<file path="config.mk">
export PLATFORM = sky130hd
export DESIGN_NAME = if_stage
export DESIGN_NICKNAME = d
export VERILOG_FILES = /design/src/rtl/riscv_pkg.sv /design/src/rtl/if_id_reg.sv /design/src/rtl/if_stage.sv
export SDC_FILE = /design/constraint.sdc
export NUM_CORES = 1
export LEC_CHECK = 0
export CELL_PAD_IN_SITES_DETAIL_PLACEMENT = 1
export CELL_PAD_IN_SITES_GLOBAL_PLACEMENT = 2
export CORE_ASPECT_RATIO = 0.8
export CORE_MARGIN = 2
export CORE_UTILIZATION = 32
export DETAILED_ROUTE_END_ITERATION = 16
export PLACE_DENSITY = 0.85
export RECOVER_POWER = 100
export SLEW_MARGIN = 20
export SYNTH_ARGS = -nofsm -noshare
export SYNTH_HDL_FRONTEND = slang
export SYNTH_SLANG_ARGS = --single-unit
export TNS_END_PERCENT = 10
</file>
<file path="constraint.sdc">
create_clock -name clk -period 9.6 [get_ports clk]
set_clock_uncertainty 0.2 [all_clocks]
set_input_delay 1.44 -clock clk [delete_from_list [all_inputs] [get_ports clk]]
set_output_delay 1.44 -clock clk [all_outputs]
set_load 0.01 [all_outputs]
</file>
<file path="src/rtl/riscv_pkg.sv">
// Shared RISC-V pipeline definitions: instruction constants, fetch FSM states
// and the IF/ID pipeline record consumed by decode.
package riscv_pkg;

  localparam int          IF_XLEN      = 32;
  localparam logic [31:0] NOP_INSTR    = 32'h0000_0013;
  localparam logic [31:0] EBREAK_INSTR = 32'h0010_0073;

  typedef enum logic [1:0] {
    S_BOOT = 2'd0,
    S_RUN  = 2'd1,
    S_HALT = 2'd2
  } if_state_t;

  typedef struct packed {
    logic               valid;
    logic [IF_XLEN-1:0] pc;
    logic [IF_XLEN-1:0] pc4;
    logic [31:0]        instr;
  } if_id_t;

  // A bubble decodes as ADDI x0,x0,0 and carries a fixed, harmless PC.
  function automatic if_id_t if_id_bubble();
    if_id_t b;
    b.valid = 1'b0;
    b.pc    = '0;
    b.pc4   = IF_XLEN'(4);
    b.instr = NOP_INSTR;
    return b;
  endfunction

endpackage

</file>
<file path="src/rtl/if_id_reg.sv">
// IF/ID pipeline register with hold, flush-to-bubble and asynchronous reset.
module if_id_reg
  import riscv_pkg::*;
(
  input  logic   clk,
  input  logic   rst,
  input  logic   hold,
  input  logic   flush,
  input  if_id_t d,
  output if_id_t q
);

  // Flush wins over hold so a redirect can squash a stalled slot.
  always_ff @(posedge clk or posedge rst) begin
    if (rst) begin
      q <= if_id_bubble();
    end else if (flush) begin
      q <= if_id_bubble();
    end else if (!hold) begin
      q <= d;
    end
  end

endmodule

</file>
<file path="src/rtl/if_stage.sv">
// Instruction-fetch stage: PC register, fetch FSM and fetch counter feeding
// the IF/ID register.
module if_stage
  import riscv_pkg::*;
#(
  parameter int              XLEN     = 32,
  parameter logic [XLEN-1:0] RESET_PC = '0
) (
  input  logic            clk,
  input  logic            rst,
  input  logic            stall,
  input  logic            redirect,
  input  logic [XLEN-1:0] redirect_pc,
  output logic [XLEN-1:0] imem_addr,
  input  logic [31:0]     imem_rdata,
  output logic            if_id_valid,
  output logic [XLEN-1:0] if_id_pc,
  output logic [XLEN-1:0] if_id_pc4,
  output logic [31:0]     if_id_instr,
  output logic            halted,
  output logic            fault,
  output logic [31:0]     fetch_count
);

  if_state_t       state, state_n;
  logic [XLEN-1:0] pc, pc_n;
  logic [XLEN-1:0] pc_plus4;
  logic            fault_n;
  logic [31:0]     count_n;
  logic            hold, flush;
  if_id_t          if_id_p0, if_id_p1;

  assign pc_plus4 = pc + XLEN'(4);

  always_ff @(posedge clk or posedge rst) begin
    if (rst) begin
      state       <= S_BOOT;
      pc          <= RESET_PC;
      fault       <= 1'b0;
      halted      <= 1'b0;
      fetch_count <= '0;
    end else begin
      state       <= state_n;
      pc          <= pc_n;
      fault       <= fault_n;
      halted      <= (state_n == S_HALT);
      fetch_count <= count_n;
    end
  end

  always_comb begin
    state_n = state;
    pc_n    = pc;
    fault_n = fault;
    count_n = fetch_count;
    hold    = 1'b0;
    flush   = 1'b0;
    unique case (state)
      S_BOOT: begin
        flush   = 1'b1;
        state_n = S_RUN;
      end
      S_RUN: begin
        if (redirect && (redirect_pc[1:0] != 2'b00)) begin
          fault_n = 1'b1;
          flush   = 1'b1;
          state_n = S_HALT;
        end else if (redirect) begin
          pc_n  = redirect_pc;
          flush = 1'b1;
        end else if (stall) begin
          hold = 1'b1;
        end else begin
          count_n = fetch_count + 32'd1;
          // EBREAK is delivered and counted, but the PC parks on it.
          if (imem_rdata == EBREAK_INSTR) begin
            state_n = S_HALT;
          end else begin
            pc_n = pc_plus4;
          end
        end
      end
      S_HALT: begin
        flush = 1'b1;
      end
      default: begin
        flush   = 1'b1;
        state_n = S_HALT;
      end
    endcase
  end

  // ---- IF -> ID boundary ----
  always_comb begin
    if_id_p0.valid = 1'b1;
    if_id_p0.pc    = pc;
    if_id_p0.pc4   = pc_plus4;
    if_id_p0.instr = imem_rdata;
  end

  if_id_reg u_if_id_reg (
    .clk   (clk),
    .rst   (rst),
    .hold  (hold),
    .flush (flush),
    .d     (if_id_p0),
    .q     (if_id_p1)
  );

  assign imem_addr   = pc;
  assign if_id_valid = if_id_p1.valid;
  assign if_id_pc    = if_id_p1.pc;
  assign if_id_pc4   = if_id_p1.pc4;
  assign if_id_instr = if_id_p1.instr;

endmodule
</file>
**Yosys cells after proc, flatten, opt, wreduce, memory -nomap -nowiden**

Index checks and enable logic that the tools add are counted.

- Div/mod/pow operators: 0
- Reductions and logical operators: 6
- $mul: 0
- Shift operators: 0
- Magnitude comparators: 0
- Equality and inequality tests: 7
- Mux-type cells: 17
- Add/sub/neg operators: 2
- Bitwise logic cells: 3

Operators by type and width:

| operator | number |
|---|---|
| $mux 97 | 2 |
| $mux 32 | 3 |
| $add 32x1->32 const B | 1 |
| $add 32x3->32 const B | 1 |
| $eq 32x21->1 const B | 1 |
| $mux 2 | 4 |
| $reduce_and 4->1 | 2 |
| $mux 1 | 7 |
| $pmux 2 s3 | 1 |
| $eq 2x2->1 const B | 2 |
| $ne 2x2->1 const B | 2 |
| $not 1->1 | 3 |
| $eq 2x1->1 const B | 1 |
| $logic_not 2->1 | 1 |
| $ne 2x1->1 const B | 1 |
| $reduce_and 2->1 | 1 |
| $reduce_bool 2->1 | 1 |
| $logic_and 1x1->1 | 1 |

- Input bits: 68
- Memories kept: 0
- Bits in read-only memories: 0
- Output and inout bits: 163
- Register bits: 165
- Memory bits (writable): 0
- Bits in latches: 0

**Logic depth before layout (Yosys ltp)**

- Depth after elaboration: 7
- Depth in mapped cells: 8
- Gate-level depth less buffers: 6

**Cells and area by module**

From an unflattened synthesis, not the netlist that was laid out.

- Cells, all modules: 756
- Area total of the unflattened synthesis: 8189.1 um2

Modules (own cells, without submodules):

| module | area an instance (um2) | sequential area each (um2) | cells an instance | times used |
|---|---|---|---|---|
| if_stage | 4162.7 | 1701.6 | 442 | 1 |
| if_id_reg | 4026.4 | 2432.3 | 314 | 1 |

**Worst setup path after synthesis**

OpenSTA, ideal clock, no wires.

- Path kind: input-to-reg
- From: in redirect
- To: reg pc[4], in the netlist imem_addr[4]
- Required time: 9.271 ns
- Arrival: 3.016 ns
- Buffers on the path: 3
- Cell stages on the path: 8
- Path slack: 6.255 ns
- Cells stage by stage: buf_6 > nor4b_4 > nand4_2 > or4_4 > buf_6 > buf_2 > a41oi_1 > nand3_1

- Cells in the longest elaborated chain, start to end: 3
- Elaborated cells between the ends (all ways): 6

RTL lines:

| what | line | source |
|---|---|---|
| start, declared | if_stage.sv:12 | `input logic redirect,` |
| branches (longest 3 deep; another with $reduce_and 4->1) | n/a |  |
| end signal, assigned | if_stage.sv:44 | `pc <= pc_n;` |
| end, declared | if_stage.sv:26 | `logic [XLEN-1:0] pc, pc_n;` |

Several ways; the timed one is not identified.
A chain may end at the register's enable or synchronous reset.

**Final worst setup path**

- From: in redirect
- To: reg pc[29], in the netlist imem_addr[29]

Same word-level chain as after synthesis.

==> impl_metrics.py <==
metrics = {
    "run_status": {
        "outcome": "complete, but fails checks",
        "failed_checks": "max-capacitance violations, max-slew violations",
    },
    "placement": {
        "hpwl_um": 18100,
        "place_area_sq_mm": 0.0106,
        "port_buffers": 230,
        "place_congestion": 0.756,
        "pre_cts_slack_ps": 4840,
    },
    "worst_setup_path": {
        "worstSetupPathType": "input pin to register",
        "crit_required_ps": 9700,
        "cp-start-kind": "input pin",
        "crit_path_end_kind": "register",
        "crit_arrival_ps": 6470,
        "r2r_cells": 5,
        "rrSetupSlack_ps": 5780,
        "worstPathMaxFanout": 37,
    },
    "timing": {
        "max_slew_margin": -1.98,
        "setup_violations": 0,
        "fin_setup_tns_ps": 0,
        "post-route-min-period_ps": 6360,
        "final_hold_viol_count": 0,
        "rsz0062_at_grt": "no",
        "slew_viol_final": 258,
        "tightest_slew_ps": 4450,
        "fin_crit_sh": 0.663,
        "finalWorstSetupSlack_ps": 3240,
        "fmax_mhz": 157,
    },
    "clocking": {
        "post-cts-setup-buffers": 0,
        "cts-root-buf": "clkbuf_16",
        "clock_sinks": 163,
        "numCtsBuffers": 17,
        "clkTransAtPathRegs_ps": 60,
        "cts-htree-levels": 4,
        "cts_tree": "yes",
        "clockBufferDepth": 2,
        "insertion_delay_ps": 430,
        "postCtsHoldBufs": 0,
        "cts_resized": 0,
    },
    "finish": {
        "fin_area_sq_mm": 0.0112,
        "areaGrowthSynthToFinish_pct": 37.4,
        "final_nets": 1068,
        "final_cell_mix": "165 x dlygate4sd3_1, 159 x dfrtp_1, 117 x nor2_1",
        "final_common_cell": "dlygate4sd3_1",
        "drive_above_1_share": 0.0604,
    },
    "grt": {
        "grt_pass1_wl_um": 41800,
        "antenna_found_initial": 1,
        "track_usage": 0.199,
        "grt.overflow.total": 0,
        "grt_max_degree": 96,
        "grt_pass1_vias": 7193,
    },
    "synthesis": {
        "yosys.area_share.xor_xnor": 0.0644,
        "ys_ff_latch": 163,
        "synth_nets": 870,
        "ys_seq_area_frac": 0.503,
        "synth_ff_type": "dfrtp_1",
        "synthAdderAreaFrac": 0.00308,
        "synth_compound_area_frac": 0.101,
        "synthMuxAreaShare": 0.0841,
        "synth_cells": 800,
        "synth-edff-count": 0,
        "synth_top_family_by_area": "simple AND/OR/NAND/NOR gates",
        "netlist_area_sq_mm": 0.00812,
        "syn_avg_cell_area_sq_um": 10.2,
        "synth-simple-area-share": 0.200,
        "async_flop_share": 1.00,
        "synth_warnings": 0,
        "synth_cell_types": 71,
    },
    "detailed_routing": {
        "via_per_inst": 5.17,
        "ant_nets": 0,
        "vias": 6908,
        "drt-wirelength-per-cell_um": 19.6,
        "drcViolationCount": 0,
        "detail_route.first_pass.iterations": 5,
        "drtIter0Drc": 276,
        "wl_um": 26200,
    },
    "pwr": {
        "finalPower_mw": 1.66,
        "power_density_mw_per_mm2": 149,
        "pwr-share-clk": 0.456,
        "swShare": 0.252,
        "total_leakage_power_nw": 5.09,
        "combPwrFrac": 0.102,
        "switchingPower_mw": 0.418,
        "p_int_mw": 1.24,
        "seqPwrFrac": 0.441,
        "irDropWorstVdd_uv": 122,
    },
    "worst_hold_path": {
        "min_path_cells": 1,
        "hold_class": "register to register",
    },
    "die": {
        "ios": 231,
        "core_sq_mm": 0.0251,
        "die_w_um": 182,
        "initial_core_util": 0.323,
        "rows": 52,
        "die_h_um": 147,
        "die_area_sq_mm": 0.0267,
    },
    "flow_run": {
        "maxCapViolations": 5,
    },
}
[sequential cells by signal, summed over array words and instances (netlist names)]
name / flops
u_if_id_reg.q: 95
fetch_count: 32
imem_addr: 32
state: 2
fault: 1
halted: 1
[worst paths after layout]
check                               endpoint      from
min                                    fault     fault
max                            imem_addr[29]  redirect
min in group asynchronous    fetch_count[30]       rst
max in group asynchronous  u_if_id_reg.q[61]       rst
max reg2reg                    imem_addr[29]  state[1]
min reg2reg                            fault     fault
[layout make-up]
type	count	area, sq um
Sequential cell	163	4080
Clock inverter	11	174
Multi-Input combinational cell	557	3600
Clock buffer	20	467
Tap cell	324	405
Fill cell	2730	13900
Inverter	21	80.1
Timing Repair Buffer	238	2350
Antenna cell	1	2.50
[through the flow]
stage,util,hold WS (ps),cells
2_1_floorplan,-,302,800
3_3_place_gp,0.423,262,1303
3_5_place_dp,0.423,267,1303
4_1_cts,0.448,280,1334
5_1_grt,0.445,298,1335
6_report,0.445,278,1335
[synth_stat cells, drive strengths merged, types with 5 or more instances]
library cell | n | share of area
clkbuf | 34 | 0.016
buf | 25 | 0.020
o21ai | 28 | 0.017
inv | 21 | 0.0097
nand3 | 40 | 0.025
a31oi | 5 | 0.0057
nor3 | 19 | 0.015
nand2 | 56 | 0.026
and4 | 5 | 0.0054
xnor2 | 40 | 0.045
dfrtp | 159 | 0.49
a211oi | 5 | 0.0052
a41oi | 8 | 0.0086
nor4 | 10 | 0.012
nor2 | 117 | 0.055
o22ai | 12 | 0.0092
a21oi | 28 | 0.017
and3 | 12 | 0.0092
a221oi | 12 | 0.014
nand4 | 22 | 0.021
xor2 | 18 | 0.019
mux2i | 66 | 0.081
[metal layers]
metal / up-vias / wire length, um / GRT usage
li1: 3217 / - / -
met1: 3505 / 12400 / 0.282
met2: 174 / 11900 / 0.307
met3: 12 / 1530 / 0.0521
met4: 0 / 281 / 0.0456
met5: - / 0 / 0
[logic make-up (layout without fill, tap and decap cells)]
kind of cell	Yosys count	count (layout)
compound gates	119	119
flops	163	163
other cells	0	1
buf+inv	80	290
simple gates	310	310
xor+xnor	58	58
mux	68	68
fa+ha+maj	2	2
[critical path, stage by stage]
cell           delay [ps]
dlygate4sd3_1         520
clkbuf_1             1260
nor3b_1               420
o21a_1                150
clkbuf_1             1210
nand2_1               880
o41ai_1               560
[power by group through the flow]
stage / Combinational, mW / Sequential (mW) / Clock [mW]
global placement: 0.178 / 0.746 / 0
CTS: 0.182 / 0.734 / 0.774
global route: 0.186 / 0.736 / 0.801
detailed placement: 0.181 / 0.746 / 0
finish: 0.170 / 0.733 / 0.758
floorplan: 0.0856 / 0.742 / 0
Power figures use the tool's default switching activity.
